<file path="config.mk">
export PLATFORM = sky130hd
export DESIGN_NAME = mfsk_mod
export DESIGN_NICKNAME = d
export VERILOG_FILES = /design/src/rtl/mfsk_mod.sv
export SDC_FILE = /design/constraint.sdc
export NUM_CORES = 1
export LEC_CHECK = 0
export CORE_MARGIN = 3
export CORE_UTILIZATION = 42
export CTS_BUF_LIST = sky130_fd_sc_hd__clkbuf_16
export CTS_CLUSTER_SIZE = 8
export DETAILED_ROUTE_END_ITERATION = 10
export GPL_TIMING_DRIVEN = 0
export MAX_ROUTING_LAYER = met4
export PLACE_DENSITY = 0.69
export SETUP_SLACK_MARGIN = 0.2
export SKIP_LAST_GASP = 1
export SYNTH_ARGS = -nofsm -noshare
export SYNTH_HDL_FRONTEND = slang
export SYNTH_SLANG_ARGS = --single-unit
</file>
<file path="constraint.sdc">
create_clock -name CLOCK -period 1.1 [get_ports CLOCK]
set_input_delay 0.165 -clock CLOCK [delete_from_list [all_inputs] [get_ports CLOCK]]
set_output_delay 0.165 -clock CLOCK [all_outputs]
set_load 0.01 [all_outputs]
</file>
<file path="src/rtl/mfsk_mod.sv">
// M-ary FSK modulator: phase-accumulator tone generator with 1-bit I/Q sign outputs.
// Symbols come from an internal Fibonacci LFSR or from an external valid/ready stream.
module mfsk_mod #(
    parameter int unsigned       CLK_DIV    = 1,
    parameter int unsigned       SYM_LEN    = 128,
    parameter int unsigned       BPS        = 1,
    parameter int unsigned       LFSR_W     = 5,
    parameter logic [LFSR_W-1:0] LFSR_TAPS  = 5'b10100,
    parameter logic [LFSR_W-1:0] SEED       = 5'b00001,
    parameter int unsigned       PHASE_W    = 8,
    parameter int unsigned       BASE_INC   = 8,
    parameter int unsigned       STEP_INC   = 8,
    parameter bit                CONT_PHASE = 1'b1
) (
    input  logic                       CLOCK,
    input  logic                       RESET_N,
    input  logic                       ENABLE,
    input  logic                       MODE,
    input  logic [BPS-1:0]             DIN,
    input  logic                       DIN_VALID,
    output logic                       DIN_READY,
    output logic                       STROBE,
    output logic                       SHIFT,
    output logic [$clog2(SYM_LEN)-1:0] COUNT,
    output logic [LFSR_W-1:0]          LFSR,
    output logic [BPS-1:0]             SYMBOL,
    output logic                       UNDERRUN,
    output logic                       DOUTREAL,
    output logic                       DOUTIMAG
);

    localparam int unsigned          CNT_W    = $clog2(SYM_LEN);
    localparam int unsigned          DIV_W    = (CLK_DIV > 1) ? $clog2(CLK_DIV) : 1;
    localparam logic [DIV_W-1:0]     DIV_LAST = DIV_W'(CLK_DIV - 1);
    localparam logic [CNT_W-1:0]     CNT_LAST = CNT_W'(SYM_LEN - 1);
    localparam logic [PHASE_W-1:0]   BASE     = PHASE_W'(BASE_INC);
    localparam logic [PHASE_W-1:0]   STEP     = PHASE_W'(STEP_INC);

    logic [DIV_W-1:0]   div_q,      div_d;
    logic [CNT_W-1:0]   count_q,    count_d;
    logic [PHASE_W-1:0] phase_q,    phase_d;
    logic [BPS-1:0]     symbol_q,   symbol_d;
    logic [LFSR_W-1:0]  lfsr_q,     lfsr_d;
    logic               underrun_q, underrun_d;

    logic               strobe;
    logic               shift;
    logic [PHASE_W-1:0] inc;
    logic [LFSR_W-1:0]  lfsr_adv;

    // An all-zero register would lock up, so it restarts from 1 instead of shifting.
    function automatic logic [LFSR_W-1:0] lfsr_step(input logic [LFSR_W-1:0] s);
        lfsr_step = (s == '0) ? LFSR_W'(1) : {s[LFSR_W-2:0], ^(s & LFSR_TAPS)};
    endfunction

    assign strobe = RESET_N && ENABLE && (div_q == DIV_LAST);
    assign shift  = strobe && (count_q == CNT_LAST);
    assign inc    = BASE + STEP * PHASE_W'(symbol_q);

    always_comb begin
        // NOTE: every comb output gets a default first, so no path can infer a latch.
        div_d      = div_q;
        count_d    = count_q;
        phase_d    = phase_q;
        symbol_d   = symbol_q;
        lfsr_d     = lfsr_q;
        underrun_d = underrun_q;

        lfsr_adv = lfsr_q;
        for (int unsigned i = 0; i < BPS; i++) begin
            lfsr_adv = lfsr_step(lfsr_adv);
        end

        if (ENABLE) begin
            div_d = (div_q == DIV_LAST) ? '0 : div_q + DIV_W'(1);
        end

        if (strobe) begin
            phase_d = phase_q + inc;
            count_d = (count_q == CNT_LAST) ? '0 : count_q + CNT_W'(1);
        end

        // The symbol boundary loads the tone used from the next sample onward.
        if (shift) begin
            if (!CONT_PHASE) begin
                phase_d = '0;
            end
            if (MODE) begin
                if (DIN_VALID) begin
                    symbol_d = DIN;
                end else begin
                    symbol_d   = '0;
                    underrun_d = 1'b1;
                end
            end else begin
                lfsr_d   = lfsr_adv;
                symbol_d = lfsr_adv[BPS-1:0];
            end
        end
    end

    // NOTE: state registers use non-blocking assignments so all update together at the edge.
    always_ff @(posedge CLOCK) begin
        if (!RESET_N) begin
            div_q      <= '0;
            count_q    <= '0;
            phase_q    <= '0;
            symbol_q   <= '0;
            lfsr_q     <= SEED;
            underrun_q <= 1'b0;
        end else begin
            div_q      <= div_d;
            count_q    <= count_d;
            phase_q    <= phase_d;
            symbol_q   <= symbol_d;
            lfsr_q     <= lfsr_d;
            underrun_q <= underrun_d;
        end
    end

    assign STROBE    = strobe;
    assign SHIFT     = shift;
    assign DIN_READY = shift && MODE;
    assign COUNT     = count_q;
    assign LFSR      = lfsr_q;
    assign SYMBOL    = symbol_q;
    assign UNDERRUN  = underrun_q;
    // Sign outputs read high while reset is held, independent of the accumulator.
    assign DOUTIMAG  = !RESET_N || !phase_q[PHASE_W-1];
    assign DOUTREAL  = !RESET_N || !(phase_q[PHASE_W-1] ^ phase_q[PHASE_W-2]);

endmodule

</file>
# Yosys cells after proc, flatten, opt, wreduce, memory -nomap -nowiden

Cells that the tools add are included.

Divide/modulo/power cells: 0
Multiplexer cells: 5
Reductions and logical operators: 13
Bitwise gates (word level): 4
Eq/ne operators: 1
$mul: 0
$add $sub $neg: 4
Magnitude comparators: 0
Shifts and indexed selects: 0

Operator list:

| operator              | count |
|---|---|
| $add A8 B5 Y8         | 1 |
| $add A7 B1 Y7 const B | 1 |
| $eq A7 B7 Y1 const B  | 1 |
| $mux W7               | 1 |
| $add A4 B4 Y5 const A | 1 |
| $logic_not A5 Y1      | 1 |
| $mux W5               | 1 |
| $reduce_xor A5 Y1     | 1 |
| $logic_and A1 B1 Y1   | 4 |
| $logic_not A1 Y1      | 3 |
| $mux W1               | 3 |
| $not A1 Y1            | 3 |
| $reduce_and A3 Y1     | 1 |
| $logic_or A1 B1 Y1    | 2 |
| $reduce_and A2 Y1     | 1 |
| $add A1 B1 Y1 const B | 1 |
| $xor A1 B1 Y1         | 1 |

Logic and storage cells: 33
Flip-flop bits (word level): 23
Memories: 0
RAM bits: 0
Bits in latches: 0
Output and inout bits: 19
Memory bits (read-only): 0

# Longest topological paths before layout

Depth after elaboration: 4
Mapped depth: 8
Depth with buffers taken out: 8

# Least setup slack after synthesis

Ideal clock, no wire load.

Path kind: reg2reg
From: reg count_q[0] (netlist: COUNT[0])
To: reg lfsr_q[0] (netlist: LFSR[0])
Slack: -0.231 ns
Period minus slack after synthesis: 1.331 ns
Library setup time: 0.079 ns
Required time: 1.021 ns
Cell stages (with the launch flop): 6
Arrival: 1.252 ns
Path through: dfxtp_1 ha_1 and3_1 clkbuf_1 nand3b_1 o211ai_1

Longest elaborated chain between the ends: 3

RTL lines:

| what                               | RTL line | text |
|---|---|---|
| from (decl)                        | 40       | `logic [CNT_W-1:0] count_q, count_d;` |
| from (signal assigned)             | 113      | `count_q <= count_d;` |
| $eq A7 B7 Y1                       | 57       | `assign shift = strobe && (count_q == CNT_LAST);` |
| $logic_and A1 B1 Y1                | 57       |  |
| $reduce_and A2 Y1 (no source line) | -        |  |
| to (signal assigned)               | 116      | `lfsr_q <= lfsr_d;` |
| to (decl)                          | 43       | `logic [LFSR_W-1:0] lfsr_q, lfsr_d;` |

Every way passes these cells.
A chain may end at the register's enable or synchronous reset.

# Worst setup path in the final report

From: reg count_q[0] (netlist: COUNT[0])
To: reg count_q[5] (netlist: COUNT[5])

Longest elaborated chain between the ends: 2

RTL lines:

| what                                          | RTL line | text |
|---|---|---|
| $add A7 B1 Y7 or $eq A7 B7 Y1 (tied branches) | 80       | `count_d = (count_q == CNT_LAST) ? '0 : count_q + CNT_W'(1);` |
| $mux W7 *                                     | 80       |  |

Every way passes the cells marked *; elsewhere a longest branch is shown, timed or not.

==> results.md <==
* Row count at 16
* Sw Share at 22.4%
* Hold_ws at 0.201 ns
* Status: finished with violations
* Hold_sp: RESET_N
* Final Hold Vio Count at 0
* Syn avg cell area at 8.77 µm²
* Failing checks: setup timing
* Setup CP Type: register to register
* Total global routing overflow at 0
* Worst-margin pin slew at 0.571 ns
* Largest net degree at the start of global routing at 12
* RSZ-0062 raised after global routing: yes
* Footprint of the multi-input gates at 653 µm²
* Setup TNS at -3.44 ns
* Clock Power Share at 46.4%
* HP Class: input pin to register
* Cell count after synthesis at 108
* Relative slew slack at 61.9%
* Number of global-route vias before repair at 997
* P_leak at 0.731 nW
* Syn Nets at 118
* GR Util All Layers at 22.6%
* Port Buffers at 23
* Tcrit/Tclk final at 128%
* Final ANT Viol Nets at 0
* CTS tree: done
* Critical R2R Launch: COUNT[0]
* Share of layout cells above drive strength 1 at 59.9%
* Final Skew at 0.00508 ns
* Register area at 427 µm²
* Setup WS post-layout at -0.313 ns
* Internal power at 1.26 mW
* Vias/cell at 5.57
* Global-route wire length before repair at 4.51 mm
* DP Worst Slack at -0.844 ns
* Crit start category: register
* Reg2reg setup slack at -0.31 ns
* Clk sink count at 19
* Post-Syn Area at 947 µm²
* Most frequent cell after synthesis: dfxtp_1
* Gate power share at 11.0%
* Switching power at 0.365 mW
* Die X at 53.5 µm
* # Max-Cap Violations at 0
* Max Fclk at 708 MHz
* R2R cell count at 5
* Largest area contributor in the netlist: dfxtp_1
* Drt first pass iters at 4
* Top cells by area, synth: dfxtp_1, a21oi_1, ha_1
* Worst reg2reg path endpoint: COUNT[5]
* # fillers at 109
* WL final at 3.17 mm
* Starting Density at 46.4%
* CP Data Arrival Time at 1.59 ns
* PD cells at 931 mW/mm²
* ANT cells at 0
* Area grow syn2layout at 84.5%
* Final min period at 1.41 ns
* Commonest cells post-synth: dfxtp_1, a21oi_1, nor2_1, o21ai_0
* Clk Latency, worst-skew pair at 0.25 ns
* CTS H-tree lvls at 1
* Sequential power share at 42.6%
* Die H at 53.5 µm
* Syn. warnings at 0
* Endpoints failing setup at 23
* Top_reg_cell synth: dfxtp_1
* Clock slew seen by the registers of the worst setup and hold paths at 0.06 ns
* Antenna violations before repair at 0
* Count of different cell masters after synthesis at 32
* Max-slew violations at 0
* Post-synth EDFFs at 0
* FFs w/ async S/R, synth at 0%
* Remaining DRCs at 0
* Yosys top cell area share at 40.2%
* Fin util at 85.6%
* VDD IR max at 0.803 mV
* IO Pins at 25
* CTS Hold Bufs at 0
* Vias at 1053
* Hold Path Stages at 2
* DRT iter0 DRCs at 25
* Required @ worst endpoint at 1.28 ns
* Dpl hpwl at 1.60 mm
* #FFs+latches synth at 19
* Pwr Total at 1.63 mW
* Nets at 173
* CTS root buf: clkbuf_16
* WL/cell at 16.8 µm
* Crit end category: register
* Die footprint at 0.00286 mm²
* Gp weighted congestion at 0.802
* Crit path max fanout at 4
* Core area at 0.00204 mm²
* Clock Path Buffers at 2
* Worst hold endpoint: LFSR[0]
* CTS Buf Count at 3
* Sequential fraction of the synthesis area at 40.2%
-- flip-flops by register name (all words and copies together) (netlist names) --
name	count
phase_q	5
LFSR	5
COUNT	7
UNDERRUN	1
SYMBOL	1
-- layout make-up --
cell class	count	share of cell area [%]
timing repair buffer	50	27.5
clock buffer	3	4.29
inverter	6	1.29
multi-input combinational	78	37.4
tap	27	1.93
sequential	19	24.4
clock inverter	1	0.286
buffer	5	2.93
-- power groups by stage --
stage	logic, mW	clock network, mW	registers (mW)
4_1_cts	0.145	0.749	0.698
3_5_place_dp	0.123	0	0.721
2_1_floorplan	0.0685	0	0.721
3_3_place_gp	0.120	0	0.720
5_1_grt	0.192	0.793	0.694
6_report	0.179	0.755	0.693
-- worst max-delay path, cell delays in order, from the launching register on --
cell,delay (ns)
dfxtp_4,0.36
buf_4,0.11
buf_6,0.09
nand4_1,0.19
or3_1,0.45
a21oi_2,0.15
-- worst max path at each step --
stage               slack, ns    endpoint      from  depth (start not counted)
finish                  -0.31    COUNT[5]  COUNT[0]                          5
floorplan               -0.09  phase_q[5]    SYMBOL                          7
global route            -0.37    COUNT[5]  COUNT[0]                          5
global placement        -0.84   DIN_READY   RESET_N                          4
CTS                     -0.30   DIN_READY  COUNT[0]                          4
detailed placement      -0.84   DIN_READY   RESET_N                          4
-- repair_timing --
action                                  in CTS  in global routing
pin swaps                                   11                 15
endpoints found under the setup margin      38                 38
resized for setup                          126                 23
buffers inserted                            17                 10
-- cell families after synthesis --
| family | after synthesis | share of synthesized area [%] |
|---|---|---|
| flip-flops | 19 | 40.2 |
| AND/OR/NAND/NOR | 40 | 26.2 |
| buffers and inverters | 11 | 5.02 |
| AO/OA/AOI/OAI | 26 | 15.7 |
| multiplexers | 2 | 2.11 |
| adder cells (fa/ha/maj) | 4 | 5.28 |
| XOR/XNOR | 6 | 5.55 |
-- layer usage --
layer / track usage [%] / part of all wire [%]
met5: - / 0
met4: 12.3 / 1.5
met3: 5.07 / 4.3
met2: 34.9 / 52
met1: 27.2 / 42
-- per-stage QoR --
step | instances | cell area, µm²
6_report | 189 | 1750
5_1_grt | 189 | 1750
4_1_cts | 179 | 1580
3_5_place_dp | 158 | 1320
3_3_place_gp | 158 | 1320
2_1_floorplan | 108 | 1060
-- cells in the final DEF (no fill, tap or decap), drive strengths merged --
| cell | netlist | final |
|---|---|---|
| dfxtp | 19 | 19 |
| mux2i | 2 | 2 |
| clkinv | 1 | 2 |
| a21o | 1 | 1 |
| o211ai | 2 | 2 |
| o21bai | 1 | 1 |
| nand2 | 5 | 5 |
| nand3b | 1 | 1 |
| nand3 | 2 | 2 |
| nor2b | 1 | 1 |
| clkdlybuf4s50 | 0 | 2 |
| and2 | 2 | 2 |
| xor2 | 5 | 5 |
| or3 | 3 | 3 |
| dlygate4sd2 | 0 | 1 |
| nor2 | 9 | 9 |
| and4 | 2 | 2 |
| nand2b | 2 | 2 |
| a41oi | 1 | 1 |
| clkbuf | 2 | 5 |
| o21ai | 9 | 9 |
| buf | 3 | 50 |
| nor4 | 1 | 1 |
| inv | 5 | 5 |
| a211oi | 2 | 2 |
| ha | 4 | 4 |
| nand4b | 5 | 5 |
| a21oi | 10 | 10 |
| and3 | 3 | 3 |
| xnor2 | 1 | 1 |
| nand4 | 4 | 4 |
No activity file was read; power rests on OpenSTA's default activity.
